### config.mk
export PLATFORM = sky130hd
export DESIGN_NAME = qs_srt_ucode_ram
export DESIGN_NICKNAME = d
export VERILOG_FILES = /design/src/rtl/qs_srt_pkg.sv /design/src/rtl/qs_srt_ucode_ram_array.sv /design/src/rtl/qs_srt_ucode_ram.sv
export SDC_FILE = /design/constraint.sdc
export NUM_CORES = 2
export LEC_CHECK = 0
export CORE_ASPECT_RATIO = 1.1
export CORE_MARGIN = 10
export CORE_UTILIZATION = 45
export CTS_CLUSTER_DIAMETER = 150
export DETAILED_ROUTE_END_ITERATION = 12
export HOLD_SLACK_MARGIN = 0.06
export PLACE_DENSITY_LB_ADDON = 0.25
export SYNTH_ARGS = -nofsm -noshare
export SYNTH_HDL_FRONTEND = slang
export SYNTH_SLANG_ARGS = --single-unit
### constraint.sdc
create_clock -name i_clk -period 3.9 [get_ports i_clk]
set_clock_uncertainty 0.15 [all_clocks]
set_input_delay 0.78 -clock i_clk [delete_from_list [all_inputs] [get_ports i_clk]]
set_output_delay 0.78 -clock i_clk [all_outputs]
set_load 0.02 [all_outputs]
### src/rtl/qs_srt_pkg.sv
// rtl/qs_srt_pkg.sv - shared types, state encoding and jump encoder for the qs_srt sequencer
package qs_srt_pkg;

  localparam int QS_PC_W   = 8;
  localparam int QS_INST_W = 16;

  typedef logic [QS_PC_W-1:0]   pc_t;
  typedef logic [QS_INST_W-1:0] inst_t;

  typedef enum logic [1:0] {
    EMPTY = 2'd0,
    LOAD  = 2'd1,
    READY = 2'd2
  } ucode_state_t;

  // J opcode: {4'b0001, 4'b0000, target[7:0]}
  function automatic logic [15:0] j(input logic [7:0] target);
    return {4'b0001, 4'b0000, target};
  endfunction

  function automatic logic [15:0] j_err(input int err_pc);
    return j(err_pc[7:0]);
  endfunction

endpackage

### src/rtl/qs_srt_ucode_ram_array.sv
// rtl/qs_srt_ucode_ram_array.sv - DEPTH x INST_W store, one write port, registered read, no reset
module qs_srt_ucode_ram_array
  import qs_srt_pkg::*;
#(
  parameter int DEPTH  = 256,
  parameter int INST_W = QS_INST_W,
  parameter int AW     = 8
) (
  input  logic              i_clk,
  input  logic              i_we,
  input  logic [AW-1:0]     i_waddr,
  input  logic [INST_W-1:0] i_wdata,
  input  logic              i_re,
  input  logic [AW-1:0]     i_raddr,
  output logic [INST_W-1:0] o_rdata
);

  logic [INST_W-1:0] r_mem [DEPTH];
  logic [INST_W-1:0] r_rdata;

  // Read-before-write on a same-address collision; the top never relies on it.
  always_ff @(posedge i_clk) begin
    if (i_we) r_mem[i_waddr] <= i_wdata;
    if (i_re) r_rdata <= r_mem[i_raddr];
  end

  assign o_rdata = r_rdata;

endmodule

### src/rtl/qs_srt_ucode_ram.sv
// rtl/qs_srt_ucode_ram.sv - writable microcode control store with per-entry valid bits
module qs_srt_ucode_ram
  import qs_srt_pkg::*;
#(
  parameter int PC_W   = QS_PC_W,
  parameter int INST_W = QS_INST_W,
  parameter int DEPTH  = 256,
  parameter int ERR_PC = 128
) (
  input  logic              i_clk,
  input  logic              i_rst,
  input  logic              i_ra_vld,
  input  logic [PC_W-1:0]   i_ra,
  output logic              o_rout_vld,
  output logic [INST_W-1:0] o_rout,
  output logic              o_fetch_err,
  input  logic              i_ld_vld,
  output logic              o_ld_rdy,
  input  logic [PC_W-1:0]   i_ld_addr,
  input  logic [INST_W-1:0] i_ld_data,
  input  logic              i_ld_last,
  output logic              o_ld_err,
  input  logic              i_reload,
  output logic              o_prog_rdy,
  output logic [PC_W:0]     o_prog_cnt
);

  localparam int                AW      = (DEPTH > 1) ? $clog2(DEPTH) : 1;
  localparam logic [PC_W:0]     DEPTH_W = (PC_W+1)'(DEPTH);
  localparam logic [INST_W-1:0] J_ERR   = INST_W'(j_err(ERR_PC));

  ucode_state_t        r_state, w_state_nxt;
  logic [(1<<AW)-1:0]  r_valid;
  logic                r_ld_err;
  logic [PC_W:0]       r_prog_cnt;
  logic                r_rout_vld;
  logic                r_fetch_err;
  logic                r_use_err;

  logic                w_ld_acc;
  logic                w_ld_in_range;
  logic                w_we;
  logic                w_fetch;
  logic                w_ra_in_range;
  logic                w_fetch_bad;
  logic [INST_W-1:0]   w_rdata;

  assign o_ld_rdy      = (r_state != READY) && !i_reload;
  assign w_ld_acc      = i_ld_vld && o_ld_rdy && !i_rst;
  assign w_ld_in_range = {1'b0, i_ld_addr} < DEPTH_W;
  assign w_we          = w_ld_acc && w_ld_in_range;

  assign w_fetch       = i_ra_vld && !i_rst && !i_reload;
  assign w_ra_in_range = {1'b0, i_ra} < DEPTH_W;
  // r_valid is padded to a power of two so the index never leaves the vector
  assign w_fetch_bad   = (r_state != READY) || !w_ra_in_range || !r_valid[i_ra[AW-1:0]];

  always_comb begin
    w_state_nxt = r_state;
    if (i_reload)      w_state_nxt = EMPTY;
    else if (w_ld_acc) w_state_nxt = i_ld_last ? READY : LOAD;
  end

  always_ff @(posedge i_clk) begin
    if (i_rst) r_state <= EMPTY;
    else       r_state <= w_state_nxt;
  end

  always_ff @(posedge i_clk) begin
    if (i_rst) begin
      r_valid     <= '0;
      r_ld_err    <= 1'b0;
      r_prog_cnt  <= '0;
      r_rout_vld  <= 1'b0;
      r_fetch_err <= 1'b0;
      r_use_err   <= 1'b1;
    end else begin
      r_rout_vld  <= w_fetch;
      r_fetch_err <= w_fetch && w_fetch_bad;
      if (w_fetch) r_use_err <= w_fetch_bad;

      if (i_reload) begin
        r_valid    <= '0;
        r_ld_err   <= 1'b0;
        r_prog_cnt <= '0;
      end else if (w_ld_acc) begin
        if (w_ld_in_range) begin
          r_valid[i_ld_addr[AW-1:0]] <= 1'b1;
          if (r_prog_cnt < DEPTH_W) r_prog_cnt <= r_prog_cnt + 1'b1;
        end else begin
          r_ld_err <= 1'b1;
        end
      end
    end
  end

  qs_srt_ucode_ram_array #(
    .DEPTH  (DEPTH),
    .INST_W (INST_W),
    .AW     (AW)
  ) u_array (
    .i_clk   (i_clk),
    .i_we    (w_we),
    .i_waddr (i_ld_addr[AW-1:0]),
    .i_wdata (i_ld_data),
    .i_re    (w_fetch && w_ra_in_range),
    .i_raddr (i_ra[AW-1:0]),
    .o_rdata (w_rdata)
  );

  // Holding r_use_err and the array read register keeps rout stable between fetches.
  assign o_rout      = r_use_err ? J_ERR : w_rdata;
  assign o_rout_vld  = r_rout_vld;
  assign o_fetch_err = r_fetch_err;
  assign o_ld_err    = r_ld_err;
  assign o_prog_rdy  = (r_state == READY);
  assign o_prog_cnt  = r_prog_cnt;

endmodule

== Word level (Yosys, flattened, before mapping) ==
Memory sizes are Yosys's and may differ from the RTL's. A register that Yosys moved wholly into a read port is not among the register bits.
Cells that the tools add are included.
Storage, ports and cells
  flip-flop bits (word level): 270
  RAM bits: 4096
  input port bits: 38
  word-level logic and storage cells: 36
  memories kept: 1
Cells by class
  $add $sub $neg: 1
  $lt $le $gt $ge: 4
  eq/ne operators: 2
  muxes and demuxes: 8
  bitwise logic cells: 1
  reduce and logical (&&, ||, !) cells: 13
Memories
  u_array.r_mem: words 256, bits a word 16, read ports 1, clocked after memory_dff 1, write ports 1, line qs_srt_ucode_ram_array.sv:18  | logic [INST_W-1:0] r_mem [DEPTH];
Operators with widths (count)
  OR 256 bit: 1
  less-than comparator 8 x 9 -> 1 bit, second input constant: 2
  2-to-1 mux 16 bit: 1
  adder 9 x 1 -> 9 bit, second input constant: 1
  less-than comparator 9 bit, second input constant: 1
  binary-select mux 1 bit (select 8 bit): 1
  demux 1 bit (select 8 bit): 1
  >= comparator 8 x 1 -> 1 bit, second input constant: 1
  logical AND 1 bit: 7
  2-to-1 mux 1 bit: 4
  zero test 1 bit: 3
  == test 2 bit, second input constant: 1
  2-to-1 mux 2 bit: 1
  inequality test 2 bit, second input constant: 1
  AND reduction 2 bit: 1
  OR reduction 2 bit: 1
  logical OR 1 bit: 1

== Logic depth before layout (Yosys ltp) ==
  word-level depth: 6
  gate-level depth with buffers: 12
  gate-level depth less buffers: 7

== Hierarchy ==
Synthesis repeated with hierarchy kept, for this count alone.
Unflattened totals
  cells, all modules: 8526
  area total of the unflattened synthesis: 169846.6 um2
By module, submodules not included
  qs_srt_ucode_ram_array: instances 1, cells an instance 7360, area each 158874.9 um2
  qs_srt_ucode_ram: instances 1, cells an instance 1166, area each 10971.8 um2

== Worst setup path after synthesis ==
No wires, ideal clock.
  kind: input-to-reg
  from: input port i_ra[0]
  to: register u_array.r_rdata[11] (netlist: u_array.o_rdata[11]), read port of u_array.r_mem, data pin
  library setup time: 0.264 ns
  arrival time: 3.050 ns
  required time: 3.486 ns
  path slack: 0.437 ns
  stages: 8
  cell sequence: buf_2 -> buf_2 -> buf_1 -> mux4_2 -> mux4_2 -> a22o_1 -> o21ai_0 -> nand3_1
RTL lines
  from (decl): line qs_srt_ucode_ram.sv:13  | input logic [PC_W-1:0] i_ra,
  to (decl): line qs_srt_ucode_ram_array.sv:19  | logic [INST_W-1:0] r_rdata;

==> flow_metrics.py <==
metrics = {
    "clocking": {
        "htree_levels": 5,
        "numCtsBuffers": 425,
        "insertion_delay_ns": 0.98,
        "postCtsSetupBuffers": 0,
        "clkTransAtPathRegs_ns": 0.06,
        "cts-root-buf": "clkbuf_16",
        "cts.sinks": 4382,
        "cts_buffer_depth": 4,
        "cts_tree": "yes",
    },
    "power": {
        "cellPowerDensity_mw_per_mm2": 498,
        "cellLeakagePower_nw": 61.4,
        "peakVddDrop_mv": 0.406,
    },
    "outcome": {
        "status": "finished, final reports clean",
    },
    "worst_setup_path": {
        "end_kind": "flop",
        "critPathLaunchType": "primary input",
        "r2r-start": "u_array.r_mem[143][0]",
        "crit_start": "i_ra[0]",
        "worstPathRequired_ns": 4.43,
        "arrival_ns": 4.41,
        "critPathMaxFanout": 25,
        "critPathKind": "primary input to flop",
    },
    "cells_and_area": {
        "drive_gt1_share_pct": 34.1,
        "nets": 8123,
        "area_delta_synth_final_pct": 17.4,
        "fin_area_sq_mm": 0.196,
    },
    "placed_design": {
        "port_buffers": 66,
        "place_area_sq_mm": 0.181,
        "post-dp-hpwl_um": 268000,
        "routabilityCongestion": 0.810,
        "pre_cts_ws_ns": -1.03,
    },
    "sta": {
        "clock.fmax_mhz": 258,
        "rsz0062_at_grt": "no",
        "slew_headroom_pct": 9.30,
        "setup_viol": 0,
        "layout_setup_ws_ns": 0.0201,
        "report.final.hold_viol_count": 0,
        "worst_pin_slew_ns": 1.35,
        "fin_crit_ns": 3.88,
        "finalMaxSlewViolations": 0,
        "period_share_pct": 99.5,
    },
    "yosys": {
        "synth_top_area_share_pct": 74.1,
        "yosys-top-cells-area": "edfxtp_1, mux4_2, dfxtp_1",
        "yosysMostFrequentCell": "edfxtp_1",
        "netlist_instances": 7243,
        "avgSynthCellArea_sq_um": 23.0,
        "netlist_top_cells_count": "edfxtp_1, mux4_2, nor2_1, dfxtp_1, clkbuf_1",
        "synthDistinctLibCells": 55,
        "synth.ff_latch_count": 4382,
        "synth-edff-count": 4112,
        "yosysSeqAreaShare_pct": 77.3,
        "syn-num-nets": 7282,
        "ys.flop_type": "edfxtp_1",
        "async_flop_share_pct": 0,
        "yosys.area.top_type": "edfxtp_1",
        "synthesis.area_sq_mm": 0.167,
        "yosysWarnings": 0,
    },
    "flow_run": {
        "maxCapViolCount": 0,
    },
    "global_route": {
        "grt_max_degree": 140,
        "grt_usage_pct": 22.1,
        "grt-busiest-layer": "met2",
        "grt_pass1_wl_um": 631000,
        "grt_pass1_vias": 83224,
        "grt_overflow": 0,
        "met3_usage_pct": 4.02,
        "grt_util_met2_pct": 36.6,
        "grt_util_met1_pct": 29.8,
        "antenna_found_initial": 31,
    },
    "route": {
        "wl_um": 445000,
        "wire_per_inst_um": 33.0,
        "drtAntennaViolNets": 0,
        "drt_iter0_markers": 10071,
        "vias": 81112,
        "dr.pass1.iters": 5,
        "post-route-drc-count": 0,
        "via_per_inst": 6.03,
    },
    "floorplanning": {
        "start_util_pct": 45.2,
        "die_y_um": 658,
        "die_area_sq_mm": 0.395,
        "die_x_um": 600,
        "num_rows": 234,
        "ioPinCount": 68,
        "core_area_sq_mm": 0.369,
    },
    "min_path": {
        "hp-start": "i_ld_data[12]",
        "hp-class": "primary input to flop",
    },
}
cells by family after synthesis:
logic type	count (synthesis)	synth area share [%]
buffers and inverters	412	1.11
xor gates and xnor gates	5	0.0263
AOI/OAI and AO/OA	349	1.57
adders and majority gates	1	0.00750
other	1	0.00225
and+or+nand+nor	727	1.77
muxes	1366	18.2
DFF	4382	77.3
cells in the final DEF (no fill, tap or decap), types with 8 or more instances in the layout:
cell type           n
edfxtp_1         4112
mux4_2           1331
buf_4             462
clkbuf_16         433
nor2_1            414
buf_12            291
dfxtp_1           269
o21a_1            128
nor2_2            118
clkbuf_1           98
a22oi_1            89
clkinv_2           87
nand2_1            82
a22o_1             65
clkinv_1           64
diode_2            49
clkdlybuf4s50_1    44
bufinv_16          40
nand3_1            39
nor2b_1            32
mux2i_1            29
clkbuf_8           29
o21ai_0            25
buf_8              18
clkinvlp_4         15
o21ai_1            11
inv_6              10
clkinv_4            8
per-stage QoR:
step                      util [%]  cells  hold WS [ns]  total power [mW]  TNS [ns]
after floorplan                  -   7243         0.282              54.8         0
after global placement        49.2  12612         0.291              57.2     -9.27
after detailed placement      49.2  12612         0.298              57.3     -9.26
after CTS                     53.0  13410        0.0750              98.2         0
after global routing          53.0  13452         0.107               100         0
final                         53.0  13459         0.102              97.5         0
where the power goes:
group / internal [mW] / leakage, nW / switching [mW] / total (mW)
clock: 23.7 / 6.87 / 17.6 / 41.2
sequential: 51.4 / 39.1 / 0.0213 / 51.4
combinational: 1.97 / 15.4 / 2.84 / 4.81
total: 77.0 / 61.4 / 20.4 / 97.5
layer usage:
| metal | vias up | share of wire, % |
|---|---|---|
| met5 | - | 0.024 |
| met4 | 18 | 3.5 |
| met3 | 708 | 8.1 |
| met2 | 3732 | 50 |
| met1 | 44147 | 39 |
| li1 | 32507 | - |
flip-flops by register name (all words and copies together) (netlist names):
name / count
u_array.r_mem: 4096
o_fetch_err: 1
r_valid: 256
r_use_err: 1
r_state: 2
o_prog_cnt: 9
o_rout_vld: 1
u_array.o_rdata: 16
worst max-delay path, stage by stage:
cell and delay [ns]:
buf_16 0.23, buf_12 0.29, buf_12 0.28, buf_12 0.21
mux4_2 0.50, mux4_2 0.57, a22o_1 0.29, o21ai_0 1.05
nand3_1 0.16
final cells by class:
class	instances	area, sq um
Tap cell	4956	6200
Clock buffer	560	11600
Timing Repair Buffer	820	10100
Inverter	6	30.0
Clock inverter	237	2420
Fill cell	27819	174000
Sequential cell	4382	129000
Multi-Input combinational cell	2449	36300
Antenna cell	49	123
what timing repair did:
action,in CTS,in global routing
hold buffers,1,0
resized for setup,2,0
endpoints found under the hold margin,14,0
endpoints found under the setup margin,16,0
final timing paths:
check                                              end  slack (ns)  depth (start not counted)
worst max-delay path                u_array.o_rdata[0]        0.02                          9
worst min-delay path            u_array.r_mem[158][12]        0.10                          1
worst max register to register      u_array.o_rdata[0]        0.55                          5
worst min register to register            r_valid[255]        0.31                          1
No activity file was read; power rests on OpenSTA's default activity.
